===== src/rtl/rf_wport_arbiter_pkg.sv =====
// Shared constants for the RegisterFile write-port arbiter: default widths,
// the hard-wired zero register and the grant-source encoding.
package rf_wport_arbiter_pkg;

    localparam int unsigned ADDR_W_DEF = 5;
    localparam int unsigned DATA_W_DEF = 32;

    localparam logic [ADDR_W_DEF-1:0] REG_ZERO = '0;

    typedef enum logic [1:0] {
        GNT_NONE = 2'd0,
        GNT_WB   = 2'd1,
        GNT_FIFO = 2'd2
    } gnt_src_e;

endpackage


===== src/rtl/rf_result_fifo.sv =====
// Small circular FIFO holding MDU results until they win the write port.
// Ready depends only on the registered count, so a same-cycle pop never raises it.
module rf_result_fifo #(
    parameter int unsigned W     = 37,
    parameter int unsigned DEPTH = 2
) (
    input  logic                         clk,
    input  logic                         rst_n,
    input  logic                         in_valid,
    output logic                         in_ready,
    input  logic [W-1:0]                 in_data,
    input  logic                         pop,
    output logic [W-1:0]                 head,
    output logic [$clog2(DEPTH+1)-1:0]   count
);

    localparam int unsigned PTR_W = (DEPTH > 1) ? $clog2(DEPTH) : 1;
    localparam int unsigned CNT_W = $clog2(DEPTH + 1);

    logic [W-1:0]     mem [DEPTH];
    logic [PTR_W-1:0] wr_ptr;
    logic [PTR_W-1:0] rd_ptr;
    logic [CNT_W-1:0] cnt;
    logic             push;
    logic             do_pop;

    assign in_ready = (cnt < CNT_W'(DEPTH));
    assign push     = in_valid & in_ready;
    assign do_pop   = pop & (cnt != '0);
    assign head     = mem[rd_ptr];
    assign count    = cnt;

    // Pointer and occupancy tracking
    always_ff @(posedge clk) begin
        if (!rst_n) begin
            wr_ptr <= '0;
            rd_ptr <= '0;
            cnt    <= '0;
        end else begin
            if (push) begin
                wr_ptr <= (wr_ptr == PTR_W'(DEPTH - 1)) ? '0 : wr_ptr + PTR_W'(1);
            end
            if (do_pop) begin
                rd_ptr <= (rd_ptr == PTR_W'(DEPTH - 1)) ? '0 : rd_ptr + PTR_W'(1);
            end
            case ({push, do_pop})
                2'b10:   cnt <= cnt + CNT_W'(1);
                2'b01:   cnt <= cnt - CNT_W'(1);
                default: cnt <= cnt;
            endcase
        end
    end

    // Storage needs no reset; occupancy alone defines what is valid
    always_ff @(posedge clk) begin
        if (push) begin
            mem[wr_ptr] <= in_data;
        end
    end

endmodule


===== src/rtl/rf_wport_arbiter.sv =====
// Shares the single RegisterFile write port between WB and queued MDU results,
// and tracks outstanding MDU destinations for decode hazard detection.
module rf_wport_arbiter
    import rf_wport_arbiter_pkg::*;
#(
    parameter int unsigned DATA_W       = DATA_W_DEF,
    parameter int unsigned ADDR_W       = ADDR_W_DEF,
    parameter int unsigned FIFO_DEPTH   = 2,
    parameter int unsigned STARVE_LIMIT = 4
) (
    input  logic              clk,
    input  logic              rst_n,
    input  logic              wb_valid,
    input  logic [ADDR_W-1:0] wb_addr,
    input  logic [DATA_W-1:0] wb_data,
    output logic              wb_stall,
    input  logic              mdu_valid,
    output logic              mdu_ready,
    input  logic [ADDR_W-1:0] mdu_addr,
    input  logic [DATA_W-1:0] mdu_data,
    input  logic              mdu_issue_valid,
    input  logic [ADDR_W-1:0] mdu_issue_addr,
    input  logic [ADDR_W-1:0] rs1_addr,
    input  logic [ADDR_W-1:0] rs2_addr,
    input  logic [ADDR_W-1:0] rd_addr,
    output logic              hazard_stall,
    output logic              rf_we,
    output logic [ADDR_W-1:0] rf_waddr,
    output logic [DATA_W-1:0] rf_wdata
);

    localparam int unsigned ENTRY_W  = ADDR_W + DATA_W;
    localparam int unsigned CNT_W    = $clog2(FIFO_DEPTH + 1);
    localparam int unsigned STV_W    = $clog2(STARVE_LIMIT + 1);
    localparam int unsigned NUM_REGS = 1 << ADDR_W;

    logic [ENTRY_W-1:0]  fifo_head;
    logic [CNT_W-1:0]    fifo_count;
    logic                fifo_in_ready;
    logic                fifo_in_valid;
    logic                fifo_nonempty;
    logic [ADDR_W-1:0]   head_addr;
    logic [DATA_W-1:0]   head_data;

    logic                wb_req;
    logic                force_fifo;
    gnt_src_e            gnt;
    logic                pop;

    logic [STV_W-1:0]    starve_cnt;
    logic [NUM_REGS-1:0] busy;
    logic [NUM_REGS-1:0] busy_set;
    logic [NUM_REGS-1:0] busy_clr;
    logic [NUM_REGS-1:0] busy_next;

    // Results to x0 complete the handshake but are dropped here
    assign fifo_in_valid = mdu_valid & (mdu_addr != ADDR_W'(REG_ZERO));

    rf_result_fifo #(
        .W     (ENTRY_W),
        .DEPTH (FIFO_DEPTH)
    ) u_fifo (
        .clk      (clk),
        .rst_n    (rst_n),
        .in_valid (fifo_in_valid),
        .in_ready (fifo_in_ready),
        .in_data  ({mdu_addr, mdu_data}),
        .pop      (pop),
        .head     (fifo_head),
        .count    (fifo_count)
    );

    assign fifo_nonempty = (fifo_count != '0);
    assign head_addr     = fifo_head[DATA_W +: ADDR_W];
    assign head_data     = fifo_head[DATA_W-1:0];
    assign wb_req        = wb_valid & (wb_addr != ADDR_W'(REG_ZERO));
    assign force_fifo    = fifo_nonempty & (starve_cnt == STV_W'(STARVE_LIMIT));

    // Grant selection: WB first unless the FIFO has starved long enough
    always_comb begin
        gnt = GNT_NONE;
        if (force_fifo) begin
            gnt = GNT_FIFO;
        end else if (wb_req) begin
            gnt = GNT_WB;
        end else if (fifo_nonempty) begin
            gnt = GNT_FIFO;
        end
    end

    assign pop          = (gnt == GNT_FIFO);
    assign mdu_ready    = rst_n & fifo_in_ready;
    assign wb_stall     = rst_n & force_fifo & wb_req;
    assign hazard_stall = rst_n & (busy[rs1_addr] | busy[rs2_addr] | busy[rd_addr]);

    // Counts consecutive WB wins while MDU results wait
    always_ff @(posedge clk) begin
        if (!rst_n) begin
            starve_cnt <= '0;
        end else if (!fifo_nonempty || gnt == GNT_FIFO) begin
            starve_cnt <= '0;
        end else if (gnt == GNT_WB && starve_cnt != STV_W'(STARVE_LIMIT)) begin
            starve_cnt <= starve_cnt + STV_W'(1);
        end
    end

    // Busy update; a same-cycle re-issue outranks the retiring write
    always_comb begin
        busy_set = '0;
        busy_clr = '0;
        if (mdu_issue_valid && mdu_issue_addr != ADDR_W'(REG_ZERO)) begin
            busy_set[mdu_issue_addr] = 1'b1;
        end
        if (pop) begin
            busy_clr[head_addr] = 1'b1;
        end
        busy_next    = (busy & ~busy_clr) | busy_set;
        busy_next[0] = 1'b0;
    end

    always_ff @(posedge clk) begin
        if (!rst_n) begin
            busy <= '0;
        end else begin
            busy <= busy_next;
        end
    end

    // Registered write port; address/data hold when idle
    always_ff @(posedge clk) begin
        if (!rst_n) begin
            rf_we    <= 1'b0;
            rf_waddr <= '0;
            rf_wdata <= '0;
        end else begin
            case (gnt)
                GNT_WB: begin
                    rf_we    <= 1'b1;
                    rf_waddr <= wb_addr;
                    rf_wdata <= wb_data;
                end
                GNT_FIFO: begin
                    rf_we    <= 1'b1;
                    rf_waddr <= head_addr;
                    rf_wdata <= head_data;
                end
                default: begin
                    rf_we    <= 1'b0;
                end
            endcase
        end
    end

endmodule


===== config.mk =====
export PLATFORM = sky130hd
export DESIGN_NAME = rf_wport_arbiter
export DESIGN_NICKNAME = d
export VERILOG_FILES = /design/src/rtl/rf_wport_arbiter_pkg.sv /design/src/rtl/rf_result_fifo.sv /design/src/rtl/rf_wport_arbiter.sv
export SDC_FILE = /design/constraint.sdc
export NUM_CORES = 1
export LEC_CHECK = 0
export ABC_AREA = 1
export CORE_MARGIN = 2
export CORE_UTILIZATION = 27
export DETAILED_ROUTE_END_ITERATION = 6
export PLACE_DENSITY = 0.55
export SLEW_MARGIN = 20
export SYNTH_ARGS = -nofsm -noshare
export SYNTH_HDL_FRONTEND = slang
export SYNTH_SLANG_ARGS = --single-unit

===== constraint.sdc =====
create_clock -name clk -period 3.06 [get_ports clk]
set_input_delay 0.306 -clock clk [delete_from_list [all_inputs] [get_ports clk]]
set_output_delay 0.306 -clock clk [all_outputs]
set_load 0.01 [all_outputs]

==> results of run 1 <==
## synth_stat cells, drive strengths merged
master | count | area, µm²
o21a | 1 | 7.51
nand2 | 158 | 593
xor2 | 1 | 8.76
buf | 20 | 136
nor4 | 4 | 43.8
nand3 | 97 | 505
nand4 | 3 | 18.8
o21ai | 109 | 561
inv | 64 | 245
clkbuf | 21 | 78.8
nor3 | 3 | 20.0
and3 | 1 | 6.26
clkinv | 1 | 3.75
dfxtp | 77 | 1540
a211oi | 1 | 7.51
nand3b | 2 | 15.0
nor2 | 83 | 314
edfxtp | 74 | 2220
a21oi | 109 | 549
o41ai | 1 | 16.3
ha | 6 | 75.1
or2 | 4 | 25.0
xnor2 | 1 | 8.76
## per-layer routing
layer	global-route usage (%)	part of all wire (%)
met5	0	0.16
met1	21.0	45
met2	24.5	45
met4	4.39	1.3
met3	6.27	8.3
## critical path, delay by kind of cell
kind | cells | cell delay (ns)
compound gates | 1 | 0.11
simple gates | 7 | 0.55
buf+inv | 3 | 1.46
## final timing paths
| check | startpoint | end | slack, ns | cells after the start |
|---|---|---|---|---|
| hold reg to reg | u_fifo.rd_ptr | flop | 0.45 | 1 |
| setup reg to reg | starve_cnt[0] | rf_wdata[14] | 0.62 | 11 |
| setup / recovery | rs1_addr[0] | hazard_stall | 0.30 | 11 |
| hold / removal | u_fifo.rd_ptr | flop | 0.45 | 1 |
## cells by family (layout without fill, tap and decap cells)
kind of cell / after synthesis / after routing / share of synthesized area (%)
compound gates: 221 / 221 / 16.3
other cells: 0 / 2 / 0
simple gates: 355 / 355 / 22.0
buf+inv: 106 / 255 / 6.63
fa+ha+maj: 6 / 6 / 1.07
xor+xnor: 2 / 2 / 0.250
flops: 151 / 151 / 53.7
## state kept, by name, indices dropped and copies added (netlist names), named ones only
| name | flops |
|---|---|
| u_fifo.wr_ptr | 1 |
| u_fifo.mem | 74 |
| rf_we | 1 |
| starve_cnt | 3 |
| u_fifo.count | 2 |
| rf_wdata | 32 |
| u_fifo.rd_ptr | 1 |
| rf_waddr | 5 |
| busy | 31 |
## metrics by stage
stage,std cells,utilization [%],instance area (µm²)
after global placement,1288,34.5,8750
after detailed placement,1288,34.5,8750
after floorplan,841,-,7000
after CTS,1320,36.7,9300
final,1322,36.8,9310
after global routing,1321,36.7,9310
## final cells by class
type	count	area share, %
well taps	330	4.44
multi-input cells	584	30.0
inverters	65	2.68
repair buffers	158	16.5
clock buffers	19	4.76
diodes	2	0.0538
flip-flops and latches	151	40.4
clock inverters	13	1.18
## power by group through the flow
stage | Clock, mW | Combinational (mW) | Sequential [mW]
after floorplan | 0 | 0.470 | 2.47
after global placement | 0 | 1.02 | 2.45
after detailed placement | 0 | 1.03 | 2.45
after CTS | 2.01 | 1.04 | 2.41
after global routing | 2.10 | 1.13 | 2.43
final | 1.98 | 1.03 | 2.41
==> impl_results.md, run 1 <==
- Post-route ant nets: 0
- Vias in the first global route: 6071
- Post-layout min period: 2.76 ns
- P&R area growth vs syn: 32.9%
- Hold Slack: 0.451 ns
- Final Max Slew Viols: 0
- Path type of the worst setup path: in -> out
- Arr. time, crit path: 2.45 ns
- Logic pwr share: 19.0%
- Synthesized flop and latch total: 151
- CTS sink cnt: 151
- Fill count: 2584
- Core area: 25300 µm²
- Initial Utilization: 27.7%
- Fin Setup TNS: 0 ns
- Mapped Avg Cell Area: 8.33 µm²
- WP data required: 2.75 ns
- DR DRC count: 0
- Largest net degree at the start of global routing: 70
- Hold-fix buffers, CTS: 0
- Vias: 6287
- Worst path cell trace: clkdlybuf4s50_1, buf_4, nand2_1, nand3_1, nand3_1, nand3_1, nand3b_1, nand2_1, nor2_1, a21oi_2, clkdlybuf4s50_1
- # rows: 58
- CTS H-tree lvls: 4
- Crit. End Element: output port
- Max clock buf depth: 2
- Status: finished clean
- Switching power: 1.56 mW
- First-pass GRT wire length: 33500 µm
- Die Area: 27200 µm²
- Leak: 3.38 nW
- Cts repair resizes: 0
- Peak Freq: 363 MHz
- Sequential area share after synthesis: 53.7%
- CP max-delay cell: clkdlybuf4s50_1
- Setup WS pre-CTS: 0.117 ns
- RSZ-0062 raised after global routing: no
- Internal power: 3.85 mW
- Per-cell routed wire length: 16.2 µm
- Net Sw Frac: 28.9%
- Reg clk slew, reported paths: 0.06 ns
- Worst slew pin tran: 0.742 ns
- # setup viols final: 0
- Multi-input gate area: 2790 µm²
- Commonest cells after routing, fill and taps aside: nand2_1, clkdlybuf4s50_1, a21oi_1, nand3_1, o21ai_0
- IO Pins: 140
- CTS tree: yes
- Gr usage total: 16.0%
- Cts bufs inserted: 17
- Post-Synthesis Cells: 841
- GRT overflow: 0
- Yosys Warn Count: 0
- Worst Skew: 0.0159 ns
- Tcrit/Tclk final: 90.1%
- Netlist area before placement: 7000 µm²
- Port-buffer cells: 139
- Post-Syn Nets: 946
- Die Ht: 165 µm
- DPL Wire Length: 14600 µm
- Gpl congestion: 0.821
- Total power: 5.41 mW
- Routed WL: 21500 µm
- Clk pwr share: 36.6%
- Most common cell on crit path: nand3_1
- Die X: 165 µm
- Max-cap viol count: 0
- Vias/cell: 4.76
- Sequential share of power: 44.5%
- Drt initial violations: 519
- Commonest non-fill, non-tap cell in the layout: nand2_1
- # Post-CTS Setup Buffers: 0
- Hold Crit Class: reg -> reg
- Sequential Area: 3760 µm²
- PwrDens: 581 nW/µm²
- CP max FO: 10
- Layout Nets: 1082
- CP Launch Type: input port
- Fin. Hold Viols: 0
- Peak VDD IR: 385 µV
- First drt pass iteration count: 5
- Clk_lat worst skew: 0.42 ns
- Max_slew headroom: 50.5%
- Synth unique cells: 37
- Setup ws final: 0.302 ns
- Slowest cell delay on critical path: 0.68 ns
- Fraction of layout cells with a size suffix above 1: 7.78%
- Root Driver: clkbuf_16
- Initial antenna violation count: 6
Note: power is estimated with default switching activity, not from simulation.
==> run 2: changes to the inputs <==
--- a/config.mk
+++ b/config.mk
@@ -8,6 +8,7 @@
 export ABC_AREA = 1
 export CORE_MARGIN = 2
 export CORE_UTILIZATION = 27
+export CTS_CLUSTER_DIAMETER = 30
 export DETAILED_ROUTE_END_ITERATION = 6
 export PLACE_DENSITY = 0.55
 export SLEW_MARGIN = 20
==> results of run 2 <==
Final layout, timing and power as in run 1 (identical DEF).
